===== src/rtl/snoop_bus_arbiter.sv =====
// Round-robin arbiter for a snooping bus: grants one processor at a time, broadcasts its op,
// resolves snoop abort/writeback, and falls back to a memory read when no snooper supplies data.
module snoop_bus_arbiter (
  input  logic        clock,
  input  logic        reset_n,
  input  logic [3:0]  req,
  input  logic [11:0] req_op,
  output logic [3:0]  grant,
  output logic        bus_valid,
  output logic [2:0]  bus_op,
  output logic [1:0]  bus_owner,
  input  logic        snoop_wb,
  input  logic        snoop_abort,
  input  logic [7:0]  snoop_data,
  output logic        mem_req,
  input  logic        mem_ack,
  input  logic [7:0]  mem_data,
  output logic        mem_wr,
  output logic [3:0]  done,
  output logic [7:0]  data_out
);

  typedef enum logic [2:0] {
    StIdle,
    StBroadcast,
    StSnoop,
    StMemWait,
    StComplete
  } state_e;

  localparam logic [2:0] OpReadMiss  = 3'b001;
  localparam logic [2:0] OpWriteMiss = 3'b010;
  localparam logic [2:0] OpInval     = 3'b011;

  state_e      state_q, state_d;
  logic [1:0]  owner_q, owner_d;
  logic [2:0]  op_q, op_d;
  logic [1:0]  last_q, last_d;
  logic [1:0]  bus_owner_q, bus_owner_d;
  logic [7:0]  data_q, data_d;
  logic        wb_q, wb_d;

  logic        pick_valid;
  logic [1:0]  pick_idx;
  logic [1:0]  cand;
  logic [2:0]  pick_op;
  logic        pick_legal;

  // Scan offsets 4..1 so the closest requester after last_q is the final assignment.
  always_comb begin
    pick_valid = 1'b0;
    pick_idx   = 2'd0;
    cand       = 2'd0;
    for (int k = 4; k >= 1; k--) begin
      cand = last_q + 2'(k);
      if (req[cand]) begin
        pick_valid = 1'b1;
        pick_idx   = cand;
      end
    end
  end

  assign pick_op    = req_op[3*int'(pick_idx) +: 3];
  assign pick_legal = (pick_op == OpReadMiss) || (pick_op == OpWriteMiss) ||
                      (pick_op == OpInval);

  always_comb begin
    state_d     = state_q;
    owner_d     = owner_q;
    op_d        = op_q;
    last_d      = last_q;
    bus_owner_d = bus_owner_q;
    data_d      = data_q;
    wb_d        = wb_q;
    case (state_q)
      StIdle: begin
        if (pick_valid) begin
          owner_d = pick_idx;
          op_d    = pick_op;
          wb_d    = 1'b0;
          if (pick_legal) begin
            state_d     = StBroadcast;
            bus_owner_d = pick_idx;
          end else begin
            state_d = StComplete;
          end
        end
      end
      StBroadcast: state_d = StSnoop;
      StSnoop: begin
        if (op_q == OpInval) begin
          state_d = StComplete;
        end else if (snoop_abort) begin
          data_d  = snoop_data;
          wb_d    = snoop_wb;
          state_d = StComplete;
        end else begin
          state_d = StMemWait;
        end
      end
      StMemWait: begin
        if (mem_ack) begin
          data_d  = mem_data;
          state_d = StComplete;
        end
      end
      StComplete: begin
        last_d  = owner_q;
        state_d = StIdle;
      end
      default: state_d = StIdle;
    endcase
  end

  always_ff @(posedge clock) begin
    if (!reset_n) begin
      state_q     <= StIdle;
      owner_q     <= 2'd0;
      op_q        <= 3'd0;
      last_q      <= 2'd3;
      bus_owner_q <= 2'd0;
      data_q      <= 8'h00;
      wb_q        <= 1'b0;
    end else begin
      state_q     <= state_d;
      owner_q     <= owner_d;
      op_q        <= op_d;
      last_q      <= last_d;
      bus_owner_q <= bus_owner_d;
      data_q      <= data_d;
      wb_q        <= wb_d;
    end
  end

  logic [3:0] owner_oh;
  assign owner_oh = 4'b0001 << owner_q;

  always_comb begin
    grant     = 4'b0000;
    bus_valid = 1'b0;
    bus_op    = 3'b000;
    mem_req   = 1'b0;
    mem_wr    = 1'b0;
    done      = 4'b0000;
    if (state_q != StIdle) grant = owner_oh;
    if (state_q == StBroadcast) begin
      bus_valid = 1'b1;
      bus_op    = op_q;
    end
    if (state_q == StMemWait) mem_req = 1'b1;
    if (state_q == StComplete) begin
      done   = owner_oh;
      mem_wr = wb_q;
    end
  end

  assign bus_owner = bus_owner_q;
  assign data_out  = data_q;

endmodule


===== config.mk =====
export PLATFORM = sky130hd
export DESIGN_NAME = snoop_bus_arbiter
export DESIGN_NICKNAME = d
export VERILOG_FILES = /design/src/rtl/snoop_bus_arbiter.sv
export SDC_FILE = /design/constraint.sdc
export NUM_CORES = 1
export LEC_CHECK = 0
export BUFFER_PORTS_ARGS = -buffer_cell sky130_fd_sc_hd__buf_2
export CORE_UTILIZATION = 49
export DETAILED_ROUTE_END_ITERATION = 12
export GPL_ROUTABILITY_DRIVEN = 0
export PLACE_DENSITY_LB_ADDON = 0.05
export SYNTH_ARGS = -nofsm -noshare
export SYNTH_HDL_FRONTEND = slang
export SYNTH_SLANG_ARGS = --single-unit
export TNS_END_PERCENT = 20

===== constraint.sdc =====
create_clock -name clock -period 2.7 [get_ports clock]
set_input_delay 0.405 -clock clock [delete_from_list [all_inputs] [get_ports clock]]
set_output_delay 0.405 -clock clock [all_outputs]
set_load 0.03 [all_outputs]

==> reports/summary.txt <==
Setup Crit Path Kind -> flip-flop to primary output
Setup crit end kind -> primary output
Die Y -> 52.7 µm
Area leader, netlist -> dfxtp_1
Reg2reg start -> last_q[1]
Via count -> 1307
Fin nets -> 260
Initial antenna violation count -> 0
Register area share after synthesis -> 33.4%
Syn_area_per_cell -> 7.68 µm²
Fin crit period -> 2.17 ns
Synth Instances -> 164
Worst Min Path Start -> snoop_data[0]
CTS Buf Count -> 3
Netlist cell types -> 36
CTS Root Buffer Type -> clkbuf_4
Fmax -> 462 MHz
Syn Nets -> 201
Global-route wire length before repair -> 4520 µm
Most frequent cells in the layout -> buf_2 (60), nand2_1 (44), dfxtp_1 (21)
Layout fillers -> 229
Initial DRC count -> 29
Slew margin rel. -> 65.1%
FP Rows -> 18
Cts hold-fix bufs -> 0
Setup-failing EPs final -> 0
Leak -> 0.902 nW
Power Total -> 1.43 mW
WP data arrival -> 1.76 ns
Setup Buffers After CTS -> 0
Number of global-route vias before repair -> 1038
Dominant synthesized flop cell -> dfxtp_1
Antenna cells -> 0
Main area contributors after synthesis -> dfxtp_1 (33%), nand2_1 (13%), o211a_1 (7.1%)
Hold Path Class -> input port to flip-flop
Core ar. -> 2450 µm²
GRT overflow -> 0
Final Hold Fails -> 0
PostCTS Resize Cnt -> 0
CP max stage cell -> dfxtp_1
Max IR drop VDD -> 0.568 mV
Fin. max-slew vios -> 0
CP cell instances -> nor2b_1 -> nand2_1 -> clkinv_1 -> buf_2
Number of remaining DRC errors -> 0
Total GRT Usage -> 21.8%
Clock net sink count -> 21
Crit-path max cell delay -> 0.46 ns
Part of the cycle the worst path needs -> 80.2%
Worst setup SP type -> flip-flop
H-tree Lvls -> 1
Port-buffer cells -> 60
CTS tree -> yes
Ys Warns -> 0
Critical Path RT -> 2.30 ns
Post-synth EDFFs -> 0
Clock skew -> 0.0111 ns
Layout cell share with drive strength beyond 1 -> 32.4%
Max-cap viol count -> 0
Crit-path max FO -> 11
Starting density of the core -> 51.3%
Most common cell after layout, fill and taps aside -> buf_2
Dpl hpwl -> 2310 µm
Die Area -> 2780 µm²
Top Ports -> 61
WL per Instance -> 11.5 µm
Clk buf depth -> 2
RSZ-0062 raised after global routing -> no
Largest net degree at the start of global routing -> 24
Via density -> 5.19
Synth-to-layout area growth -> 26.3%
Async SR Flop Fraction -> 0%
Number of synthesized register bits -> 21
Antenna Violating Nets Remaining -> 0
Worst-path clk slew -> 0.12 ns
Clk_lat worst skew -> 0.30 ns
Final WL -> 2900 µm
Yosys top cell area share -> 33.4%
Pwr per Cell Area -> 899 nW/µm²
Least-Margin Pin Slew -> 0.522 ns
Run status -> finished clean
Die Wd -> 52.7 µm
Total negative setup slack -> 0 ns
First-pass DRT Iterations -> 4
Crit path from -> state_q[2]
Synthesized area -> 1260 µm²
==> critical path: cells and delay by family (launching register included) <==
kind / cells / cell delay (ns)
flops: 1 / 0.46
buf+inv: 2 / 0.63
simple gates: 2 / 0.36
==> routing by layer <==
layer	share of wire [%]	vias to the layer above	track usage [%]
li1	-	681	-
met1	48	584	30.0
met2	47	40	35.9
met3	4.5	2	3.48
met4	0.35	0	3.95
met5	0	-	0
==> cell usage after synthesis (all sizes together), types with 2 or more instances <==
cell type,number
nand2,44
dfxtp,21
nor2,14
nand3,9
o211a,9
mux2i,8
and2,6
buf,5
nand2b,5
o21ai,5
a21boi,4
a21oi,4
inv,4
nor3,4
nor2b,3
a31oi,2
a32oi,2
clkbuf,2
o21a,2
o22a,2
==> logic make-up after synthesis <==
family / synth area share (%)
muxes: 7.25
DFF: 33.4
and+or+nand+nor: 32.6
buffers and inverters: 4.77
AOI/OAI and AO/OA: 22.0
==> flip-flops by register name (all words and copies together), names as in the netlist <==
register,count
last_q,2
state_q,3
bus_owner,2
data_out,8
wb_q,1
owner_q,2
op_q,3
==> through the flow <==
stage | setup WS, ns | util, % | cells | instance area [µm²] | hold slack, ns
after floorplan | 0.501 | - | 164 | 1260 | 0.448
after global placement | 0.785 | 63.7 | 248 | 1560 | 0.447
after detailed placement | 0.680 | 63.7 | 248 | 1560 | 0.467
after CTS | 0.529 | 64.8 | 252 | 1590 | 0.438
after global routing | 0.413 | 64.8 | 252 | 1590 | 0.435
final | 0.535 | 64.8 | 252 | 1590 | 0.438
==> path summary, 6_finish.rpt <==
path	depth (start not counted)	endpoint	slack, ns
worst min register to register	2	bus_owner[1]	0.48
worst max register to register	7	bus_owner[0]	0.77
worst min-delay path	4	data_out[0]	0.44
worst max-delay path	4	mem_req	0.53
==> power by group <==
part           total [mW]  switching, mW  internal, mW
combinational       0.783          0.487         0.297
clock               0.148         0.0930        0.0551
sequential          0.500         0.0989         0.401
total                1.43          0.678         0.753
==> layout make-up <==
cell class	instances	area [µm²]	area share, %
Multi-Input combinational cell	131	779	49.0
Clock inverter	1	5.00	0.314
Inverter	5	18.8	1.18
Sequential cell	21	420	26.4
Timing Repair Buffer	61	308	19.3
Tap cell	30	37.5	2.36
Clock buffer	3	22.5	1.42
No activity file was read; power rests on OpenSTA's default activity.
